**config.mk**
```make
export PLATFORM = sky130hd
export DESIGN_NAME = core_launcher
export DESIGN_NICKNAME = d
export VERILOG_FILES = /design/src/rtl/definitions.sv /design/src/rtl/sat_counter.sv /design/src/rtl/core_launcher.sv
export SDC_FILE = /design/constraint.sdc
export NUM_CORES = 1
export LEC_CHECK = 0
export BUFFER_PORTS_ARGS = -buffer_cell sky130_fd_sc_hd__buf_2
export CAP_MARGIN = 40
export CORE_MARGIN = 2
export CORE_UTILIZATION = 41
export CTS_CLUSTER_DIAMETER = 150
export CTS_CLUSTER_SIZE = 20
export DETAILED_ROUTE_END_ITERATION = 10
export GPL_ROUTABILITY_DRIVEN = 1
export PLACE_DENSITY = 0.68
export SYNTH_ARGS = -nofsm -noshare
export SYNTH_HDL_FRONTEND = slang
export SYNTH_HIERARCHICAL = 1
export SYNTH_SLANG_ARGS = --single-unit
export TNS_END_PERCENT = 30
```
**constraint.sdc**
```tcl
create_clock -name clock -period 2 [get_ports clock]
set_input_delay 0.4 -clock clock [delete_from_list [all_inputs] [get_ports clock]]
set_output_delay 0.4 -clock clock [all_outputs]
set_load 0.05 [all_outputs]
```
**src/rtl/definitions.sv**
```systemverilog
// Shared types and default widths for the core launch sequencer.
package definitions;

  typedef enum logic [1:0] {
    IDLE,
    START,
    RUN,
    DONE
  } launcher_state_t;

  localparam int unsigned DefReqCycles     = 2;
  localparam int unsigned DefCntBits       = 16;
  localparam int unsigned DefTimeoutCycles = 4096;

endpackage

```
**src/rtl/sat_counter.sv**
```systemverilog
// Up-counter with synchronous clear and enable; holds at all-ones instead of wrapping.
module sat_counter #(
  parameter int unsigned Width = 16
) (
  input  logic             clk_i,
  input  logic             rst_ni,
  input  logic             clear_i,
  input  logic             enable_i,
  output logic [Width-1:0] count_o
);

  logic [Width-1:0] count_q;

  always_ff @(posedge clk_i) begin
    if (!rst_ni || clear_i) begin
      count_q <= '0;
    end else if (enable_i && (count_q != {Width{1'b1}})) begin
      count_q <= count_q + 1'b1;
    end
  end

  assign count_o = count_q;

endmodule

```
**src/rtl/core_launcher.sv**
```systemverilog
// Host-side req/ack run sequencer for the processor core.
// Optional watchdog enabled by defining CORE_LAUNCHER_TIMEOUT_EN.
module core_launcher
  import definitions::*;
#(
  parameter int unsigned REQ_CYCLES     = DefReqCycles,
  parameter int unsigned CNT_BITS       = DefCntBits,
  parameter int unsigned TIMEOUT_CYCLES = DefTimeoutCycles
) (
  input  logic                clock,
  input  logic                reset_n,
  input  logic                host_start,
  output logic                host_busy,
  output logic                host_done,
  output logic                host_timeout,
  output logic [CNT_BITS-1:0] cycles,
  output logic                core_req,
  input  logic                core_ack
);

  localparam int unsigned HoldW = (REQ_CYCLES > 1) ? $clog2(REQ_CYCLES) : 1;
  localparam logic [HoldW-1:0] HoldLoad = HoldW'(REQ_CYCLES - 1);

  launcher_state_t     state_q;
  logic [HoldW-1:0]    hold_q;
  logic                ack_q;
  logic                req_q, busy_q, done_q, timeout_q;
  logic [CNT_BITS-1:0] cycles_q;
  logic [CNT_BITS-1:0] cnt;
  logic                cnt_clear, cnt_enable;

  // Raw ack is combinational from the core; only the registered copy steers the FSM.
  always_ff @(posedge clock) begin
    if (!reset_n) ack_q <= 1'b0;
    else          ack_q <= core_ack;
  end

  assign cnt_clear  = (state_q == START) && (hold_q == '0);
  assign cnt_enable = (state_q == RUN) && !ack_q;

  sat_counter #(
    .Width(CNT_BITS)
  ) u_cycle_cnt (
    .clk_i   (clock),
    .rst_ni  (reset_n),
    .clear_i (cnt_clear),
    .enable_i(cnt_enable),
    .count_o (cnt)
  );

`ifdef CORE_LAUNCHER_TIMEOUT_EN
  localparam logic [CNT_BITS-1:0] TimeoutLast = CNT_BITS'(TIMEOUT_CYCLES - 1);
`else
  logic unused_timeout_cfg;
  assign unused_timeout_cfg = ^TIMEOUT_CYCLES;
`endif

  always_ff @(posedge clock) begin
    if (!reset_n) begin
      state_q   <= IDLE;
      hold_q    <= '0;
      req_q     <= 1'b0;
      busy_q    <= 1'b0;
      done_q    <= 1'b0;
      timeout_q <= 1'b0;
      cycles_q  <= '0;
    end else begin
      done_q <= 1'b0;
      unique case (state_q)
        IDLE: begin
          if (host_start) begin
            state_q   <= START;
            hold_q    <= HoldLoad;
            cycles_q  <= '0;
            timeout_q <= 1'b0;
            req_q     <= 1'b1;
            busy_q    <= 1'b1;
          end
        end
        START: begin
          if (hold_q == '0) begin
            state_q <= RUN;
            req_q   <= 1'b0;
          end else begin
            hold_q <= hold_q - 1'b1;
          end
        end
        RUN: begin
          if (ack_q) begin
            state_q  <= DONE;
            cycles_q <= cnt;
            done_q   <= 1'b1;
            busy_q   <= 1'b0;
          end
`ifdef CORE_LAUNCHER_TIMEOUT_EN
          else if (cnt == TimeoutLast) begin
            state_q   <= DONE;
            cycles_q  <= cnt;
            done_q    <= 1'b1;
            busy_q    <= 1'b0;
            timeout_q <= 1'b1;
          end
`endif
        end
        DONE:    state_q <= IDLE;
        default: state_q <= IDLE;
      endcase
    end
  end

  assign core_req  = req_q;
  assign host_busy = busy_q;
  assign host_done = done_q;
  assign cycles    = cycles_q;
`ifdef CORE_LAUNCHER_TIMEOUT_EN
  assign host_timeout = timeout_q;
`else
  assign host_timeout = 1'b0;
  logic unused_timeout_q;
  assign unused_timeout_q = timeout_q;
`endif

endmodule

```
==> results of run 1 <==
## metal layers
metal	share of wire	wire [um]	track usage
met1	0.48	1630	0.178
met2	0.49	1690	0.260
met3	0.026	91	0.0349
met4	0.0049	17	0.0523
met5	0	0	0
## critical path, cell delays in order, from the launching register on
cell and delay (ns):
sky130_fd_sc_hd__dfxtp_1 0.33, sky130_fd_sc_hd__inv_1 0.08, sky130_fd_sc_hd__ha_1 0.17, sky130_fd_sc_hd__nor2b_4 0.20, sky130_fd_sc_hd__and3_4 0.23, sky130_fd_sc_hd__nand3_1 0.15, sky130_fd_sc_hd__or4_1 0.49, sky130_fd_sc_hd__a21oi_1 0.14
## cell families after synthesis
logic type,count (synthesis)
xor gates and xnor gates,1
and+or+nand+nor,58
DFF,39
AOI/OAI and AO/OA,57
muxes,2
buffers and inverters,10
other,1
adders and majority gates,4
## final cells by class
class                   count  area, um2  share of cell area
repair buffers             26        140              0.0696
clock inverters             1       30.0              0.0149
clock buffers               6       72.6              0.0360
multi-input cells         123        917               0.455
inverters                   3       11.3             0.00559
well taps                  50       62.6              0.0311
flip-flops and latches     39        781               0.388
## stage by stage
stage	instances	setup WS, ns	power, mW	hold slack (ns)	utilization
global route	248	0.0148	2.04	0.336	0.496
floorplan	172	0.192	1.23	0.451	-
CTS	247	0.0987	1.94	0.310	0.492
finish	248	0.138	1.93	0.321	0.496
global placement	240	0.183	1.31	0.450	0.466
detailed placement	240	0.121	1.32	0.452	0.466
## power by group
part / internal (mW) / switching [mW]
sequential: 0.821 / 0.0341
clock: 0.366 / 0.253
combinational: 0.168 / 0.288
## worst min path at each step
stage | start | to | slack (ns) | depth (start not counted)
6_report | core_ack | ack_q$_SDFF_PN0_ | 0.32 | 2
3_5_place_dp | cycles[3]$_SDFFE_PN0P_ | cycles[3]$_SDFFE_PN0P_ | 0.45 | 1
4_1_cts | core_ack | ack_q$_SDFF_PN0_ | 0.31 | 2
5_1_grt | core_ack | ack_q$_SDFF_PN0_ | 0.34 | 2
2_1_floorplan | state_q[1]$_SDFFE_PN0P_ | state_q[1]$_SDFFE_PN0P_ | 0.45 | 2
3_3_place_gp | cycles[10]$_SDFFE_PN0P_ | cycles[10]$_SDFFE_PN0P_ | 0.45 | 1
## timing repair
action                                  in CTS  in global routing
gates resized for setup                      0                  2
setup buffers                                0                  1
endpoints found under the setup margin       0                  2
hold buffers                                 0                  0
hold endpoints to repair                     0                  0
## cell usage in the layout, fill, tap and decap left out, types with 5 or more instances in the layout
cell type                  Yosys  final
sky130_fd_sc_hd__a22o_1       16     16
sky130_fd_sc_hd__nand3_1       5      5
sky130_fd_sc_hd__nand2_1      12     12
sky130_fd_sc_hd__nor2_1        6      6
sky130_fd_sc_hd__dfxtp_1      39     39
sky130_fd_sc_hd__clkbuf_8      0      5
sky130_fd_sc_hd__a21oi_1       8      8
sky130_fd_sc_hd__o21ai_0       5      5
sky130_fd_sc_hd__buf_2         0     22
## registers in the layout, summed over array words and instances (netlist names)
register	flops
host_done	1
ack_q	1
u_cycle_cnt/count_o	16
core_req	1
host_busy	1
state_q	2
cycles	16
hold_q	1
==> results.yml, run 1 <==
yosys:
  avgSynthCellArea_um2: 10.2
  netlist-cell-type-count: 44
  synthSimpleGateAreaFrac: 0.227
  synthMuxAreaShare: 0.0114
  synth-edff-count: 0
  synth_warnings: 6
  synthTopCellsByCount: "sky130_fd_sc_hd__dfxtp_1 (39), sky130_fd_sc_hd__a22o_1 (16), sky130_fd_sc_hd__nand2_1 (12)"
  synth_most_common_cell: "sky130_fd_sc_hd__dfxtp_1"
  synth_area_leader_cell: "sky130_fd_sc_hd__dfxtp_1"
  async_reset_ff_frac: 0
  share_of_synthesized_cell_area_in_full_adder_half_adder_and_majority_cells: 0.0286
  syn-instance-count: 172
  synth.yosys.seq_area_share: 0.445
  yosys_top_cell_area_share: 0.445
  synth_top_family_by_area: "compound AO/OA/AOI/OAI gates"
  synth_xor_xnor_area_share: 0.00500
  ys_top_cells_by_area: "sky130_fd_sc_hd__dfxtp_1 (45%), sky130_fd_sc_hd__a22o_1 (8.0%), sky130_fd_sc_hd__ha_1 (2.9%)"
  synth.cell_area_um2: 1750
  synth_ff_type: "sky130_fd_sc_hd__dfxtp_1"
  flop_and_latch_count_out_of_synthesis: 39
  syn_nets: 180
  synth-compound-area-share: 0.242
global_routing:
  grt_remaining_overflow: 0
  antenna_violations_before_repair: 0
  grtUsageTotal: 0.149
  grt_first_pass_wirelength_mm: 5.84
  grt_start_max_net_pins: 17
  via_count_of_the_first_global_routing_pass: 1284
detailed_routing:
  drt_drc_violations_left: 0
  drt_iter0_drc: 91
  wl_mm: 3.44
  via_count: 1361
  routed_antenna_nets: 0
  routed_wire_length_per_instance_um: 13.9
  dr.pass1.iters: 4
  avgViaCountPerCell: 5.49
worst_setup_path:
  crit_path_start_kind: "flop"
  r2r.worst_path.cells: 7
  critical_path_required_ns: 2.21
  cp-end-kind: "flop"
  r2r_path_start: "state_q[0]$_SDFFE_PN0P_"
  setup.worst_path.end: "u_cycle_cnt/count_o[7]$_SDFFE_PP0P_"
  critPathLaunch: "state_q[0]$_SDFFE_PN0P_"
  worstReg2RegEnd: "u_cycle_cnt/count_o[7]$_SDFFE_PP0P_"
  r2r_setup_slack_ns: 0.14
  critPathMaxFanout: 5
  crit_type: "flop to flop"
  cp_data_arrival_time_ns: 2.07
die:
  fp.coreArea_um2: 4060
  floorplan.die.width_um: 69.4
  overall_die_area_um2: 4810
  boundaryPins: 24
  start_util: 0.432
  dieHeight_um: 69.4
  placementRows: 23
clock_network:
  worst_skew_pair.late_latency_ns: 0.28
  clk_root_buffer_cell: "sky130_fd_sc_hd__clkbuf_8"
  cts-root-to-sink-buffers: 2
  clkSlewWorstSetupHoldPaths_ns: 0.07
  numCtsBuffers: 5
  tritoncts: "yes"
  clock_sinks: 39
  cts_max_level: 2
min_path:
  hold_path_class: "input pin to flop"
placed_design:
  placed_area_um2: 1890
  gp_routability_congestion: 0.815
  port_buffers: 22
  dp.final_hpwl_mm: 2.38
power_and_ir_drop:
  p_leak_nw: 0.820
  power.ir.vdd_worst_uv: 787
  power.density_nw_per_um2: 958
timing:
  finClkSkew_ns: 0.00547
  timing_max_transition_violations_final: 0
  finalCritPeriodShare: 0.931
  max_slew_margin: 0.531
  setup_viol: 0
  maxClockFrequency_mhz: 537
  tns_ns: 0
  timing_hold_violations_final: 0
  tightestPinTransition_ns: 0.703
  finalCriticalPeriod_ns: 1.86
  rsz0062_at_grt: "false"
outcome:
  run_status: "finished, final reports clean"
layout:
  fill_cells: 368
  drive_above_1_share: 0.227
  insertedDiodeCount: 0
  area.growth.synth_to_final_pct: 14.9
  finish.instance_area_um2: 2010
  final_net_count: 206
job:
  max_cap_viol_count: 0
Note: power is estimated with default switching activity, not from simulation.
==> run 2, diff against run 1 <==
--- a/config.mk
+++ b/config.mk
@@ -7,12 +7,12 @@
 export LEC_CHECK = 0
 export BUFFER_PORTS_ARGS = -buffer_cell sky130_fd_sc_hd__buf_2
 export CAP_MARGIN = 40
-export CORE_MARGIN = 2
 export CORE_UTILIZATION = 41
 export CTS_CLUSTER_DIAMETER = 150
-export CTS_CLUSTER_SIZE = 20
+export CTS_CLUSTER_SIZE = 24
 export DETAILED_ROUTE_END_ITERATION = 10
 export GPL_ROUTABILITY_DRIVEN = 1
+export GPL_TIMING_DRIVEN = 0
 export PLACE_DENSITY = 0.68
 export SYNTH_ARGS = -nofsm -noshare
 export SYNTH_HDL_FRONTEND = slang
==> run 2 against run 1 <==
Against the previous run:
- register-to-register slack worse by 0.03 ns
- clock skew fell by 0.00098 ns
- via count up 4.4%
- hold slack worse by 0.010 ns
- core utilization grew 0.59 points
- total power fell by 5.1%
- final cell count up 1.2%
- non-clock buffer count rose by 4
- routed wire length increased by 3.4%
- critical endpoint unchanged
==> results.yml, run 2 (synthesis results as in run 1) <==
worst_setup_path:
  cp.buffers_inverters: 1
  cp-end-kind: "flop"
  cp_data_arrival_time_ns: 2.11
  critical_path_required_ns: 2.22
  crit_type: "flop to flop"
  crit_path_start_kind: "flop"
  critPathMaxFanout: 5
  critPathMaxStageDelay_ns: 0.50
  critical_path.top_delay_family: "simple AND/OR/NAND/NOR gates"
  worst_path_max_delay_cell: "sky130_fd_sc_hd__or4_1"
  timing.critical_path.cells: "inv_2, ha_4, nor2b_4, and3_4, nand3_1, or4_1, a21oi_1"
layout:
  area.growth.synth_to_final_pct: 16.3
  final_common_cell: "sky130_fd_sc_hd__dfxtp_1"
  final_net_count: 210
  drive_above_1_share: 0.244
  insertedDiodeCount: 0
  layout.cells.most_common_list: "sky130_fd_sc_hd__dfxtp_1 (39), sky130_fd_sc_hd__buf_2 (22), sky130_fd_sc_hd__a22o_1 (16), sky130_fd_sc_hd__nand2_1 (12), sky130_fd_sc_hd__a21oi_1 (8)"
  fill_cells: 392
  fin_cells: 251
timing:
  finClkSkew_ns: 0.00449
  fin_hold_ws_ns: 0.311
  tightestPinTransition_ns: 0.544
  maxClockFrequency_mhz: 529
  finalCritPeriodShare: 0.945
  finalCriticalPeriod_ns: 1.89
  fin_ws_ns: 0.110
  timing_max_transition_violations_final: 0
  max_slew_margin: 0.634
  tns_ns: 0
  setup_viol: 0
  timing_hold_violations_final: 0
  rsz0062_at_grt: "false"
global_routing:
  grtUsageTotal: 0.173
  grt_remaining_overflow: 0
  antenna_violations_before_repair: 0
  grt_start_max_net_pins: 11
  via_count_of_the_first_global_routing_pass: 1244
  grt_first_pass_wirelength_mm: 5.69
job:
  max_cap_viol_count: 0
outcome:
  run_status: "finished, final reports clean"
die:
  placementRows: 23
  floorplan.die.width_um: 67.4
  start_util: 0.432
  fp.coreArea_um2: 4060
  overall_die_area_um2: 4540
  boundaryPins: 24
  dieHeight_um: 67.4
placed_design:
  port_buffers: 22
  gp_routability_congestion: 0.785
  placement.setup.worst_slack_ns: -0.0326
  place_inst: 244
  dp.final_hpwl_mm: 2.46
power_and_ir_drop:
  p_leak_nw: 0.821
  report.power.total_mw: 1.83
  power.density_nw_per_um2: 899
  power.ir.vdd_worst_uv: 623
clock_network:
  clock_sinks: 39
  tritoncts: "yes"
  worst_skew_pair.late_latency_ns: 0.29
  postCtsHoldBufs: 0
  cts-root-to-sink-buffers: 2
  clkSlewWorstSetupHoldPaths_ns: 0.07
  cts_max_level: 2
  clk_root_buffer_cell: "sky130_fd_sc_hd__clkbuf_8"
  numCtsBuffers: 5
min_path:
  hold_path_class: "input pin to flop"
detailed_routing:
  routed_wire_length_per_instance_um: 14.2
  drt_drc_violations_left: 0
  wl_mm: 3.55
  via_count: 1421
  drt_iter0_drc: 62
  dr.pass1.iters: 6
  avgViaCountPerCell: 5.66
  routed_antenna_nets: 0
-- run 2: repair_timing --
item / in CTS / in global routing
gates resized for setup: 1 / 5
endpoints found under the hold margin: 0 / 0
endpoints found under the setup margin: 3 / 7
buffers inserted: 1 / 0
-- run 2: area by class of cell --
type                       count  area, um2  area share
multi-input combinational    123        937       0.460
sequential                    39        781       0.383
timing repair buffer          23        118      0.0577
clock buffer                   6       72.6      0.0356
tap                           50       62.6      0.0307
buffer                         7       56.3      0.0276
inverter                       3       11.3     0.00552
-- run 2: path summary, 6_finish.rpt --
check / from / endpoint / slack (ns) / cells after the start
min: core_ack / ack_q$_SDFF_PN0_ / 0.31 / 2
min reg2reg: cycles[5]$_SDFFE_PN0P_ / cycles[5]$_SDFFE_PN0P_ / 0.47 / 1
max reg2reg: state_q[0]$_SDFFE_PN0P_ / u_cycle_cnt/count_o[7]$_SDFFE_PP0P_ / 0.11 / 7
max: state_q[0]$_SDFFE_PN0P_ / u_cycle_cnt/count_o[7]$_SDFFE_PP0P_ / 0.11 / 7
-- run 2: worst reg2reg max path, cell delays in order, from the launching register on --
cell                      delay, ns
sky130_fd_sc_hd__dfxtp_1       0.34
sky130_fd_sc_hd__inv_2         0.09
sky130_fd_sc_hd__ha_4          0.16
sky130_fd_sc_hd__nor2b_4       0.19
sky130_fd_sc_hd__and3_4        0.24
sky130_fd_sc_hd__nand3_1       0.16
sky130_fd_sc_hd__or4_1         0.50
sky130_fd_sc_hd__a21oi_1       0.14
-- run 2: per-layer routing --
| layer | up-vias | part of all wire | routed length, um | GRT usage |
|---|---|---|---|---|
| met5 | - | 0 | 0 | 0 |
| met4 | 0 | 0.019 | 68 | 0.0824 |
| met3 | 7 | 0.028 | 101 | 0.0557 |
| met2 | 20 | 0.47 | 1660 | 0.265 |
| met1 | 675 | 0.49 | 1730 | 0.218 |
| li1 | 719 | - | - | - |
-- run 2: power breakdown --
group          leakage [nW]  switching [mW]  internal, mW
registers             0.316          0.0394         0.821
logic                 0.468           0.302         0.184
clock network        0.0371           0.254         0.232
-- run 2: stage by stage --
| step | util | cell area (um2) |
|---|---|---|
| after floorplan | - | 1750 |
| after global placement | 0.475 | 1930 |
| after detailed placement | 0.475 | 1930 |
| after CTS | 0.495 | 2010 |
| after global routing | 0.502 | 2040 |
| final | 0.502 | 2040 |
